## src/rtl/dependency_check_block.sv

```systemverilog
// Decode stage: registers decoded instruction fields and memory controls, and
// derives ALU operand forwarding selects from a two-deep destination history.
module dependency_check_block (
    input  logic        clk,
    input  logic        reset,
    input  logic [19:0] ins,
    output logic [1:0]  mux_sel_a,
    output logic [1:0]  mux_sel_b,
    output logic        imm_sel,
    output logic [7:0]  imm,
    output logic        mem_en_dec,
    output logic        mem_rw_dec,
    output logic        mem_mux_sel_dec,
    output logic [4:0]  RW_dec,
    output logic [4:0]  op_dec
);

    localparam logic [1:0] SelReg = 2'b00;
    localparam logic [1:0] SelEx  = 2'b01;
    localparam logic [1:0] SelMem = 2'b10;

    localparam logic [4:0] OpLoad  = 5'b11000;
    localparam logic [4:0] OpStore = 5'b11001;

    logic [4:0] op, rw, ra, rb;
    logic [7:0] imm_field;

    assign op        = ins[19:15];
    assign rw        = ins[14:10];
    assign ra        = ins[9:5];
    assign rb        = ins[4:0];
    assign imm_field = ins[7:0];

    // Destination history: h1 is the instruction now in EX, h2 the one in MEM/WB.
    logic [4:0] h1_dest_q, h2_dest_q;
    logic       h1_valid_q, h2_valid_q;

    logic       use_a, use_b, writes_reg;
    logic [4:0] src_a;
    logic       imm_sel_d, mem_en_d, mem_rw_d, mem_mux_sel_d;
    logic [1:0] sel_a_d, sel_b_d;

    always_comb begin
        use_a         = 1'b0;
        use_b         = 1'b0;
        src_a         = ra;
        writes_reg    = 1'b0;
        imm_sel_d     = 1'b0;
        mem_en_d      = 1'b0;
        mem_rw_d      = 1'b0;
        mem_mux_sel_d = 1'b0;
        if (op[4] == 1'b0) begin
            use_a      = 1'b1;
            use_b      = 1'b1;
            writes_reg = 1'b1;
        end else if (op[3] == 1'b0) begin
            // Immediate ALU reads and writes the RW register.
            use_a      = 1'b1;
            src_a      = rw;
            writes_reg = 1'b1;
            imm_sel_d  = 1'b1;
        end else if (op == OpLoad) begin
            writes_reg    = 1'b1;
            imm_sel_d     = 1'b1;
            mem_en_d      = 1'b1;
            mem_mux_sel_d = 1'b1;
        end else if (op == OpStore) begin
            use_a     = 1'b1;
            src_a     = rw;
            imm_sel_d = 1'b1;
            mem_en_d  = 1'b1;
            mem_rw_d  = 1'b1;
        end
    end

    function automatic logic [1:0] fwd_sel(input logic used, input logic [4:0] src,
                                           input logic v1, input logic [4:0] d1,
                                           input logic v2, input logic [4:0] d2);
        if (!used)                 return SelReg;
        else if (v1 && d1 == src)  return SelEx;
        else if (v2 && d2 == src)  return SelMem;
        else                       return SelReg;
    endfunction

    assign sel_a_d = fwd_sel(use_a, src_a, h1_valid_q, h1_dest_q, h2_valid_q, h2_dest_q);
    assign sel_b_d = fwd_sel(use_b, rb, h1_valid_q, h1_dest_q, h2_valid_q, h2_dest_q);

    always_ff @(posedge clk) begin
        if (reset) begin
            mux_sel_a       <= SelReg;
            mux_sel_b       <= SelReg;
            imm_sel         <= 1'b0;
            imm             <= '0;
            mem_en_dec      <= 1'b0;
            mem_rw_dec      <= 1'b0;
            mem_mux_sel_dec <= 1'b0;
            RW_dec          <= '0;
            op_dec          <= '0;
            h1_dest_q       <= '0;
            h1_valid_q      <= 1'b0;
            h2_dest_q       <= '0;
            h2_valid_q      <= 1'b0;
        end else begin
            mux_sel_a       <= sel_a_d;
            mux_sel_b       <= sel_b_d;
            imm_sel         <= imm_sel_d;
            imm             <= imm_field;
            mem_en_dec      <= mem_en_d;
            mem_rw_dec      <= mem_rw_d;
            mem_mux_sel_dec <= mem_mux_sel_d;
            RW_dec          <= rw;
            op_dec          <= op;
            h2_dest_q       <= h1_dest_q;
            h2_valid_q      <= h1_valid_q;
            h1_dest_q       <= rw;
            h1_valid_q      <= writes_reg;
        end
    end

endmodule

```

## config.mk

```make
export PLATFORM = sky130hd
export DESIGN_NAME = dependency_check_block
export DESIGN_NICKNAME = d
export VERILOG_FILES = /design/src/rtl/dependency_check_block.sv
export SDC_FILE = /design/constraint.sdc
export NUM_CORES = 1
export LEC_CHECK = 0
export CAP_MARGIN = 5
export CORE_ASPECT_RATIO = 0.75
export CORE_MARGIN = 2
export CORE_UTILIZATION = 35
export DETAILED_ROUTE_END_ITERATION = 10
export PLACE_DENSITY = 0.61
export SYNTH_ARGS = -nofsm -noshare
export SYNTH_HDL_FRONTEND = slang
export SYNTH_SLANG_ARGS = --single-unit
```

## constraint.sdc

```tcl
create_clock -name clk -period 2.65 [get_ports clk]
set_input_delay 0.53 -clock clk [delete_from_list [all_inputs] [get_ports clk]]
set_output_delay 0.53 -clock clk [all_outputs]
set_load 0.01 [all_outputs]
```

==> impl_metrics.ini <==
[status]
status = finished clean

[timing]
holdWs_ns = 0.503
drv_slew = 0
layout_worst_path_cycle_share_pct = 80.5
setup-tns-final_ns = 0
setup_viol = 0
timing.fmax_ghz = 0.469
hold_viol = 0
skew_ns = 0.00555
rsz0062_at_grt = no
relSlewSlack_pct = 73.3
period_needed_ns = 2.13
fin_ws_ns = 0.517
worstMarginPinSlew_ns = 0.397

[clocking]
hold_buffers = 0
clockRootBuffer = clkbuf_8
ctsResizeCount = 0
cts_made_buffers = 5
post-cts-setup-buffers = 0
clockBufferDepth = 2
clkTransAtPathRegs_ns = 0.06
clk_latency_ns = 0.29
htree_levels = 2
clock_sinks = 33
cts_tree = yes

[final_layout]
drive_above_1_share_pct = 7.04
fin_util_pct = 54.3
finalNetCount = 220
area_growth_pct = 46.2
num_antenna_cells = 0

[die]
fp.coreArea_sq_um = 3730
start_util_pct = 37.1
io_pins = 48
die_x_microns = 76.7
die_h_microns = 58.5
row_count = 19
die_area_sq_um = 4490

[pwr]
design_power_total_w = 0.00112
clockPowerShare_pct = 37.2
p_leak_nw = 0.795
p_int_w = 0.000848
power.switching_w = 0.000274
seqPwrFrac_pct = 47.6
peakVddDrop_mv = 0.291
swShare_pct = 24.4
p_per_area_nw_per_um2 = 553
comb_power_share_pct = 15.3

[place]
dp.final_hpwl_mm = 2.67
place_ws_ns = 0.229
routabilityCongestion = 0.916
port-buffer-count = 47

[detailed_routing]
ant_nets = 0
drtIter0Drc = 67
num_vias = 1222
vias_per_cell = 4.87
wirelength_mm = 3.57
wire_per_inst_microns = 14.2
drc = 0
dr.pass1.iters = 4

[global_routing]
antenna_found_initial = 0
grt_pass1_wl_mm = 5.69
gr-total-overflow = 0
grt_pass1_vias = 1148
gr-usage-all-layers_pct = 16.9
grt_max_degree = 28

[logic_synthesis]
yosysWarnings = 0
synth_cells = 146
ys_seq_area_share_pct = 47.7
synth_edf_count = 0
synth_cell_types = 41
syn_area_per_cell_sq_um = 9.50
async_reset_ff_share_pct = 0
synth.ff_latch_count = 33
mappedNetlistArea_sq_um = 1390
synth-main-ff-cell = dfxtp_1
synth_nets = 168

[setup_path]
end_kind = flip-flop
cp_data_arrival_time_ns = 2.34
crit_path_start_kind = input port
required_ns = 2.86
path_max_fanout = 7
crit_type = in -> reg

[job]
drv_cap = 0

[worst_hold_path]
hp-class = reg -> reg
[area by class of cell]
| class | instances | area [sq um] |
|---|---|---|
| clock buffers | 7 | 96.3 |
| inverters | 8 | 30.0 |
| multi-input cells | 100 | 677 |
| repair buffers | 50 | 493 |
| fillers | 367 | 1710 |
| well taps | 52 | 65.1 |
| flip-flops and latches | 33 | 661 |
| clock inverters | 1 | 5.00 |
[cell usage after synthesis (all sizes together), types with 2 or more instances]
library cell | number | share of area [%]
nand2 | 3 | 0.81
a211oi | 2 | 1.4
nor3 | 3 | 1.1
o211ai | 2 | 1.1
o21ai | 5 | 1.8
nor4 | 4 | 1.8
nor2b | 22 | 9.9
xnor2 | 3 | 1.9
clkbuf | 3 | 0.81
and3 | 4 | 1.8
a21oi | 4 | 1.4
nand3 | 8 | 2.9
buf | 2 | 0.54
dfxtp | 33 | 48
inv | 8 | 2.2
xor2 | 10 | 6.3
and2b | 2 | 1.1
nand2b | 2 | 0.90
nor2 | 6 | 1.6
[cells in the final DEF (no fill, tap or decap), types with 2 or more instances in the layout]
cell	count
clkbuf_8	7
dfxtp_1	33
nor2_1	6
and3_1	4
nand2_1	3
o21ai_1	4
nand3_1	8
nor4_1	4
nor2b_1	22
buf_4	3
xnor2_1	3
and2b_1	2
xor2_1	10
inv_1	8
clkdlybuf4s50_1	47
nand2b_1	2
nor3_1	3
a21oi_1	4
o211ai_1	2
[through the flow]
stage | instances | instance area (sq um)
2_1_floorplan | 146 | 1390
3_3_place_gp | 243 | 1930
3_5_place_dp | 243 | 1930
4_1_cts | 251 | 2030
5_1_grt | 251 | 2030
6_report | 251 | 2030
[path summary, 6_finish.rpt]
path / from / endpoint / slack, ns / cells after the start
worst max-delay path: ins[15] / mux_sel_a[1]$_SDFF_PP0_ / 0.52 / 6
worst min-delay path: h2_valid_q$_SDFF_PP0_ / mux_sel_b[1]$_SDFF_PP0_ / 0.50 / 1
worst max register to register: h1_dest_q[3]$_SDFF_PP0_ / mux_sel_a[0]$_SDFF_PP0_ / 1.02 / 5
worst min register to register: h2_valid_q$_SDFF_PP0_ / mux_sel_b[1]$_SDFF_PP0_ / 0.50 / 1
[kinds of logic after synthesis]
family	count (synthesis)	synth area share, %
AOI/OAI and AO/OA	22	11.1
xor gates and xnor gates	13	8.21
buffers and inverters	13	3.52
DFF	33	47.7
muxes	1	0.722
and+or+nand+nor	64	28.8
[state kept, by name, summed over array words and instances (netlist names)]
| name | flops |
|---|---|
| h1_valid_q | 1 |
| mux_sel_a | 2 |
| mem_en_dec | 1 |
| mem_mux_sel_dec | 1 |
| imm | 8 |
| op_dec | 5 |
| mux_sel_b | 2 |
| h2_valid_q | 1 |
| mem_rw_dec | 1 |
| imm_sel | 1 |
| h2_dest_q | 5 |
| h1_dest_q | 5 |
[critical path, stage by stage]
cell	delay [ns]
clkdlybuf4s50_1	0.55
or3b_1	0.36
a31o_1	0.23
a211o_1	0.23
a221o_1	0.27
a211oi_2	0.18
[layer usage]
metal | up-vias | share of wire, % | track usage, % | wire length [microns]
met1 | 564 | 51 | 23.3 | 1820
met3 | 5 | 6.3 | 5.52 | 226
met2 | 43 | 41 | 24.3 | 1470
met5 | - | 0 | 0 | 0
li1 | 610 | - | - | -
met4 | 0 | 1.3 | 7.01 | 47
[power by group through the flow]
stage	Clock, W	Sequential (W)	Combinational, W
2_1_floorplan	0	0.000548	0.0000722
3_3_place_gp	0	0.000544	0.000170
3_5_place_dp	0	0.000545	0.000170
4_1_cts	0.000423	0.000534	0.000172
5_1_grt	0.000447	0.000536	0.000186
6_report	0.000417	0.000534	0.000171
No activity file was read; power rests on OpenSTA's default activity.
